==> config.mk <==
export PLATFORM = sky130hd
export DESIGN_NAME = cpu_bp_update_scheduler
export DESIGN_NICKNAME = d
export VERILOG_FILES = /design/src/rtl/cpu_bp_update_scheduler.sv
export SDC_FILE = /design/constraint.sdc
export NUM_CORES = 1
export LEC_CHECK = 0
export CAP_MARGIN = 20
export CORE_ASPECT_RATIO = 0.8
export CORE_MARGIN = 4
export CORE_UTILIZATION = 56
export CTS_CLUSTER_DIAMETER = 100
export DETAILED_ROUTE_END_ITERATION = 10
export GPL_TIMING_DRIVEN = 0
export PLACE_DENSITY = 0.94
export SETUP_SLACK_MARGIN = 0.02
export SKIP_CTS_REPAIR_TIMING = 1
export SYNTH_ARGS = -nofsm -noshare
export SYNTH_HDL_FRONTEND = slang
export SYNTH_SLANG_ARGS = --single-unit
export TNS_END_PERCENT = 100
==> constraint.sdc <==
create_clock -name clk -period 5.5 [get_ports clk]
set_clock_uncertainty 0.1 [all_clocks]
set_input_delay 0.825 -clock clk [delete_from_list [all_inputs] [get_ports clk]]
set_output_delay 0.825 -clock clk [all_outputs]
set_load 0.01 [all_outputs]
==> src/rtl/cpu_bp_update_scheduler.sv <==
// Branch predictor update scheduler: merges two resolution ports into a small
// FIFO with round-robin arbitration, then issues one predictor update per cycle.
// Also supports queue flush and a drain sequence for maintenance/context switch.
module cpu_bp_update_scheduler #(
  parameter int unsigned XLEN            = 32,
  parameter int unsigned DEPTH_WIDTH     = 2,
  parameter int unsigned STALL_CNT_WIDTH = 16
) (
  input  logic                       clk,
  input  logic                       rst,
  input  logic                       a_valid,
  input  logic [XLEN-1:0]            a_addr,
  input  logic                       a_taken,
  output logic                       a_ready,
  input  logic                       b_valid,
  input  logic [XLEN-1:0]            b_addr,
  input  logic                       b_taken,
  output logic                       b_ready,
  output logic                       upd_valid,
  output logic [XLEN-1:0]            upd_addr,
  output logic                       upd_taken,
  input  logic                       upd_ready,
  input  logic                       flush,
  input  logic                       drain_req,
  output logic                       drain_done,
  output logic [DEPTH_WIDTH:0]       count,
  output logic [STALL_CNT_WIDTH-1:0] stall_cnt
);

  localparam int unsigned DEPTH = 1 << DEPTH_WIDTH;
  localparam int unsigned CW    = DEPTH_WIDTH + 1;

  typedef enum logic [1:0] {
    StRun     = 2'd0,
    StDrain   = 2'd1,
    StDrained = 2'd2
  } state_e;

  state_e                     state_q, state_d;
  logic [XLEN-1:0]            addr_mem_q [DEPTH];
  logic                       taken_mem_q [DEPTH];
  logic [DEPTH_WIDTH-1:0]     head_q, head_d;
  logic [DEPTH_WIDTH-1:0]     tail_q, tail_d;
  logic [DEPTH_WIDTH:0]       count_q, count_d;
  logic                       rr_b_q, rr_b_d;  // set: B wins the next tie
  logic [STALL_CNT_WIDTH-1:0] stall_q, stall_d;

  logic grant_a, grant_b, full, en, enq, deq, refused;

  // Round-robin grant between the two ports, purely from the valids
  always_comb begin
    grant_a = a_valid & (~b_valid | ~rr_b_q);
    grant_b = b_valid & (~a_valid | rr_b_q);
  end

  // Count can only reach DEPTH, so its top bit alone flags full
  assign full    = count_q[DEPTH_WIDTH];
  assign en      = (state_q == StRun) & ~full & ~flush & ~rst;
  assign a_ready = en & grant_a;
  assign b_ready = en & grant_b;
  assign enq     = (a_valid & a_ready) | (b_valid & b_ready);
  assign refused = (a_valid & ~a_ready) | (b_valid & ~b_ready);

  assign upd_valid  = (count_q != '0) & ~rst;
  assign upd_addr   = addr_mem_q[head_q];
  assign upd_taken  = taken_mem_q[head_q];
  assign deq        = upd_valid & upd_ready;
  assign drain_done = (state_q == StDrained) & ~rst;
  assign count      = count_q;
  assign stall_cnt  = stall_q;

  // Queue pointer, occupancy, arbitration and stall counter next state
  always_comb begin
    head_d  = head_q;
    tail_d  = tail_q;
    count_d = count_q;
    rr_b_d  = rr_b_q;
    stall_d = stall_q;
    if (flush) begin
      // A dequeue in this cycle has already been seen by the predictor
      head_d  = tail_q;
      count_d = '0;
    end else begin
      if (enq) begin
        tail_d = tail_q + DEPTH_WIDTH'(1);
        rr_b_d = a_ready;
      end
      if (deq) begin
        head_d = head_q + DEPTH_WIDTH'(1);
      end
      count_d = count_q + CW'(enq) - CW'(deq);
    end
    if (refused && (stall_q != '1)) begin
      stall_d = stall_q + STALL_CNT_WIDTH'(1);
    end
  end

  // Drain sequencing FSM
  always_comb begin
    state_d = state_q;
    unique case (state_q)
      StRun: begin
        if (drain_req) state_d = StDrain;
      end
      StDrain: begin
        if (!drain_req) begin
          state_d = StRun;
        end else if (flush || (count_q == '0) || ((count_q == CW'(1)) && deq)) begin
          state_d = StDrained;
        end
      end
      StDrained: begin
        if (!drain_req) state_d = StRun;
      end
      default: state_d = StRun;
    endcase
  end

  // Control state registers with synchronous reset
  always_ff @(posedge clk) begin
    if (rst) begin
      state_q <= StRun;
      head_q  <= '0;
      tail_q  <= '0;
      count_q <= '0;
      rr_b_q  <= 1'b0;
      stall_q <= '0;
    end else begin
      state_q <= state_d;
      head_q  <= head_d;
      tail_q  <= tail_d;
      count_q <= count_d;
      rr_b_q  <= rr_b_d;
      stall_q <= stall_d;
    end
  end

  // Entry storage; enq is already suppressed during reset and flush
  always_ff @(posedge clk) begin
    if (enq) begin
      addr_mem_q[tail_q]  <= a_ready ? a_addr : b_addr;
      taken_mem_q[tail_q] <= a_ready ? a_taken : b_taken;
    end
  end

endmodule
==> results by group <==
Floorplan
  – Cell row count: 35
  – IO Pins: 129
  – Die area: 0.0140 mm²
  – Die Height: 107 µm
  – Die width: 131 µm
  – Initial Util: 0.582
  – Core Area: 0.0117 mm²

Power
  – Lkg Pwr: 3.02 nW
  – Max VDD drop: 339 µV
  – Cell Pwr Density: 314 mW/mm²

Finish
  – Multi-input gate area: 0.00215 mm²
  – Commonest cells after routing, fill and taps aside: edfxtp_1 (132), clkdlybuf4s50_1 (127), mux4_2 (33), mux2_4 (28), dfxtp_1 (28)
  – Sequential cell area: 0.00452 mm²
  – Net count, final: 605
  – Fillcell total: 662
  – Ant. Diodes: 0
  – Fin cells: 685
  – Area growth syn-to-layout: 29.8%
  – Ratio of cells with drive above 1 in the final layout: 0.227
  – Commonest non-fill, non-tap cell in the layout: edfxtp_1

Yosys
  – XOR/XNOR share of the synthesized area: 0.0142
  – Combinational family with the most area after synthesis: multiplexers
  – Main flop type after synthesis: edfxtp_1
  – Synth Area in Compound Gates: 0.0349
  – Avg Cell Area, Syn: 18.0 µm²
  – Post-Syn Instances: 378
  – Synth unique cells: 48
  – Seq cells post-synth: 160
  – Seq/Total Area, Yosys: 0.665
  – Syn nets: 459
  – Mapped Area: 0.00681 mm²
  – Post-Synth Simple-Gate Area: 0.0614
  – Post-synth EDFFs: 132
  – Yosys synthesis warning count: 0
  – Ys async rst share: 0
  – Mux cell area share after synthesis: 0.189
  – Area share of fa/ha/maj cells after synthesis: 0.0158

GRT
  – Gr usage total: 0.221
  – Vias in the first global route: 4216
  – Grt ovf: 0
  – Antenna violations before repair: 0
  – Largest net degree at the start of global routing: 34
  – First-pass GRT wire length: 23400 µm

Detailed routing
  – Antenna viol nets, final: 0
  – DRT iter0 DRCs: 275
  – Vias: 3940
  – DR vias/cell: 5.75
  – Detailed Routing Iterations Pass 1: 4
  – Detailed Route WL: 14800 µm
  – Drt wl/cell: 21.7 µm
  – DRC Markers: 0

Worst setup path
  – Crit path required time: 4580 ps
  – Worst setup SP type: input pin
  – Worst r2r dst: count[2]
  – R2r setup slk: 2540 ps
  – Critical Path Start: rst
  – R2r startpoint: state_q[1]
  – Reg2Reg Depth: 11
  – Max FO, Critical Path: 10
  – Setup CP Type: in -> out
  – CP arrival: 3100 ps
  – Crit path to: a_ready
  – Worst Setup End Kind: output port

Timing
  – RSZ-0062 raised after global routing: no
  – Final period util: 0.732
  – Slew Viols, Final: 0
  – Peak Freq: 0.248 GHz
  – Setup Viol. Count Final: 0
  – Worst slew margin: 0.365
  – Setup tns final: 0 ps
  – Min cycle time layout: 4030 ps
  – Fin. Hold Viols: 0
  – Measured slew at the worst slew-check pin: 953 ps

Clock tree
  – CTS buffer count: 17
  – Clk root buf: clkbuf_16
  – Worst-skew pair later-pin latency: 420 ps
  – CTS tree: yes
  – Clock Path Buffers: 2
  – Clock slew at reported path FFs: 70 ps
  – Htree depth: 4
  – # clock sinks: 160

Hold path
  – Hold WC Path Type: reg -> reg

Placement
  – Detail Placement HPWL: 9750 µm
  – Placed cells: 653
  – RePlAce Congestion: 0.854
  – IO buf count: 127

Job
  – Max Cap Viol: 0

Status
  – Status: finished clean
layer usage:
layer | vias to the layer above | track usage | part of all wire
met5 | - | 0 | 0
met4 | 0 | 0.0862 | 0.020
met3 | 19 | 0.0417 | 0.044
met2 | 137 | 0.396 | 0.54
met1 | 2002 | 0.269 | 0.39
li1 | 1782 | - | -
worst max-delay path, cell delays in order:
cell and delay (ps):
clkdlybuf4s50_1 590, or4_4 540, nor2_4 140, nand3_4 180, buf_6 230, inv_1 60, clkdlybuf4s50_1 520
worst min path at each step:
stage	from	to	slack, ps	depth (start not counted)
after floorplan	state_q[1]	state_q[0]	340	1
after global placement	state_q[1]	state_q[0]	360	1
after CTS	state_q[1]	state_q[0]	380	1
after global routing	state_q[1]	state_q[0]	420	1
final	state_q[1]	state_q[0]	380	1
after detailed placement	state_q[1]	state_q[0]	370	1
layout make-up:
cell class	count	share of cell area
sequential	160	0.512
multi-input combinational	191	0.243
clock buffer	17	0.0482
tap	148	0.0210
clock inverter	15	0.0161
buffer	17	0.0112
timing repair buffer	127	0.144
inverter	10	0.00425
state kept, by name, indices dropped and copies added (netlist names), named ones only:
signal / cells
head_q: 2
taken_mem_q: 4
addr_mem_q: 128
count: 3
tail_q: 2
state_q: 2
stall_cnt: 16
rr_b_q: 1
cells by family (layout without fill, tap and decap cells):
family | Yosys count | after routing
buffers and inverters | 27 | 186
DFF | 160 | 160
muxes | 72 | 72
AOI/OAI and AO/OA | 26 | 26
adders and majority gates | 8 | 8
xor gates and xnor gates | 11 | 11
and+or+nand+nor | 74 | 74
cell usage after synthesis, types with 3 or more instances:
master | instances | area share
nand2_1 | 8 | 0.0044
mux2_4 | 28 | 0.062
mux4_2 | 33 | 0.11
and2_1 | 5 | 0.0046
nor2b_1 | 5 | 0.0046
buf_2 | 4 | 0.0029
inv_1 | 10 | 0.0055
ha_1 | 7 | 0.013
o21ai_0 | 3 | 0.0022
a21oi_1 | 4 | 0.0029
clkbuf_1 | 7 | 0.0039
nand3_1 | 4 | 0.0029
dfxtp_1 | 28 | 0.082
mux2_2 | 7 | 0.012
a211oi_1 | 7 | 0.0077
a2111oi_0 | 4 | 0.0051
buf_6 | 4 | 0.0066
xnor2_1 | 9 | 0.012
edfxtp_1 | 132 | 0.58
nor2_1 | 24 | 0.013
nand2b_1 | 5 | 0.0046
nand4_1 | 6 | 0.0055
power by group:
group	switching [mW]	total (mW)	leakage [nW]	internal (mW)
Combinational	0.122	0.286	1.33	0.164
Sequential	0.0112	1.35	1.42	1.34
Clock	0.529	1.13	0.276	0.601
metrics by stage:
| step | worst slack (ps) | total power, mW | area [µm²] | hold slack (ps) | utilization |
|---|---|---|---|---|---|
| after CTS | 1470 | 2.78 | 8830 | 380 | 0.756 |
| after detailed placement | 1480 | 1.66 | 8270 | 368 | 0.707 |
| after global placement | 1240 | 1.65 | 8260 | 355 | 0.707 |
| after global routing | 1380 | 2.85 | 8830 | 418 | 0.756 |
| final | 1470 | 2.77 | 8830 | 379 | 0.756 |
| after floorplan | 2220 | 1.52 | 6810 | 339 | - |
Power figures use the tool's default switching activity.
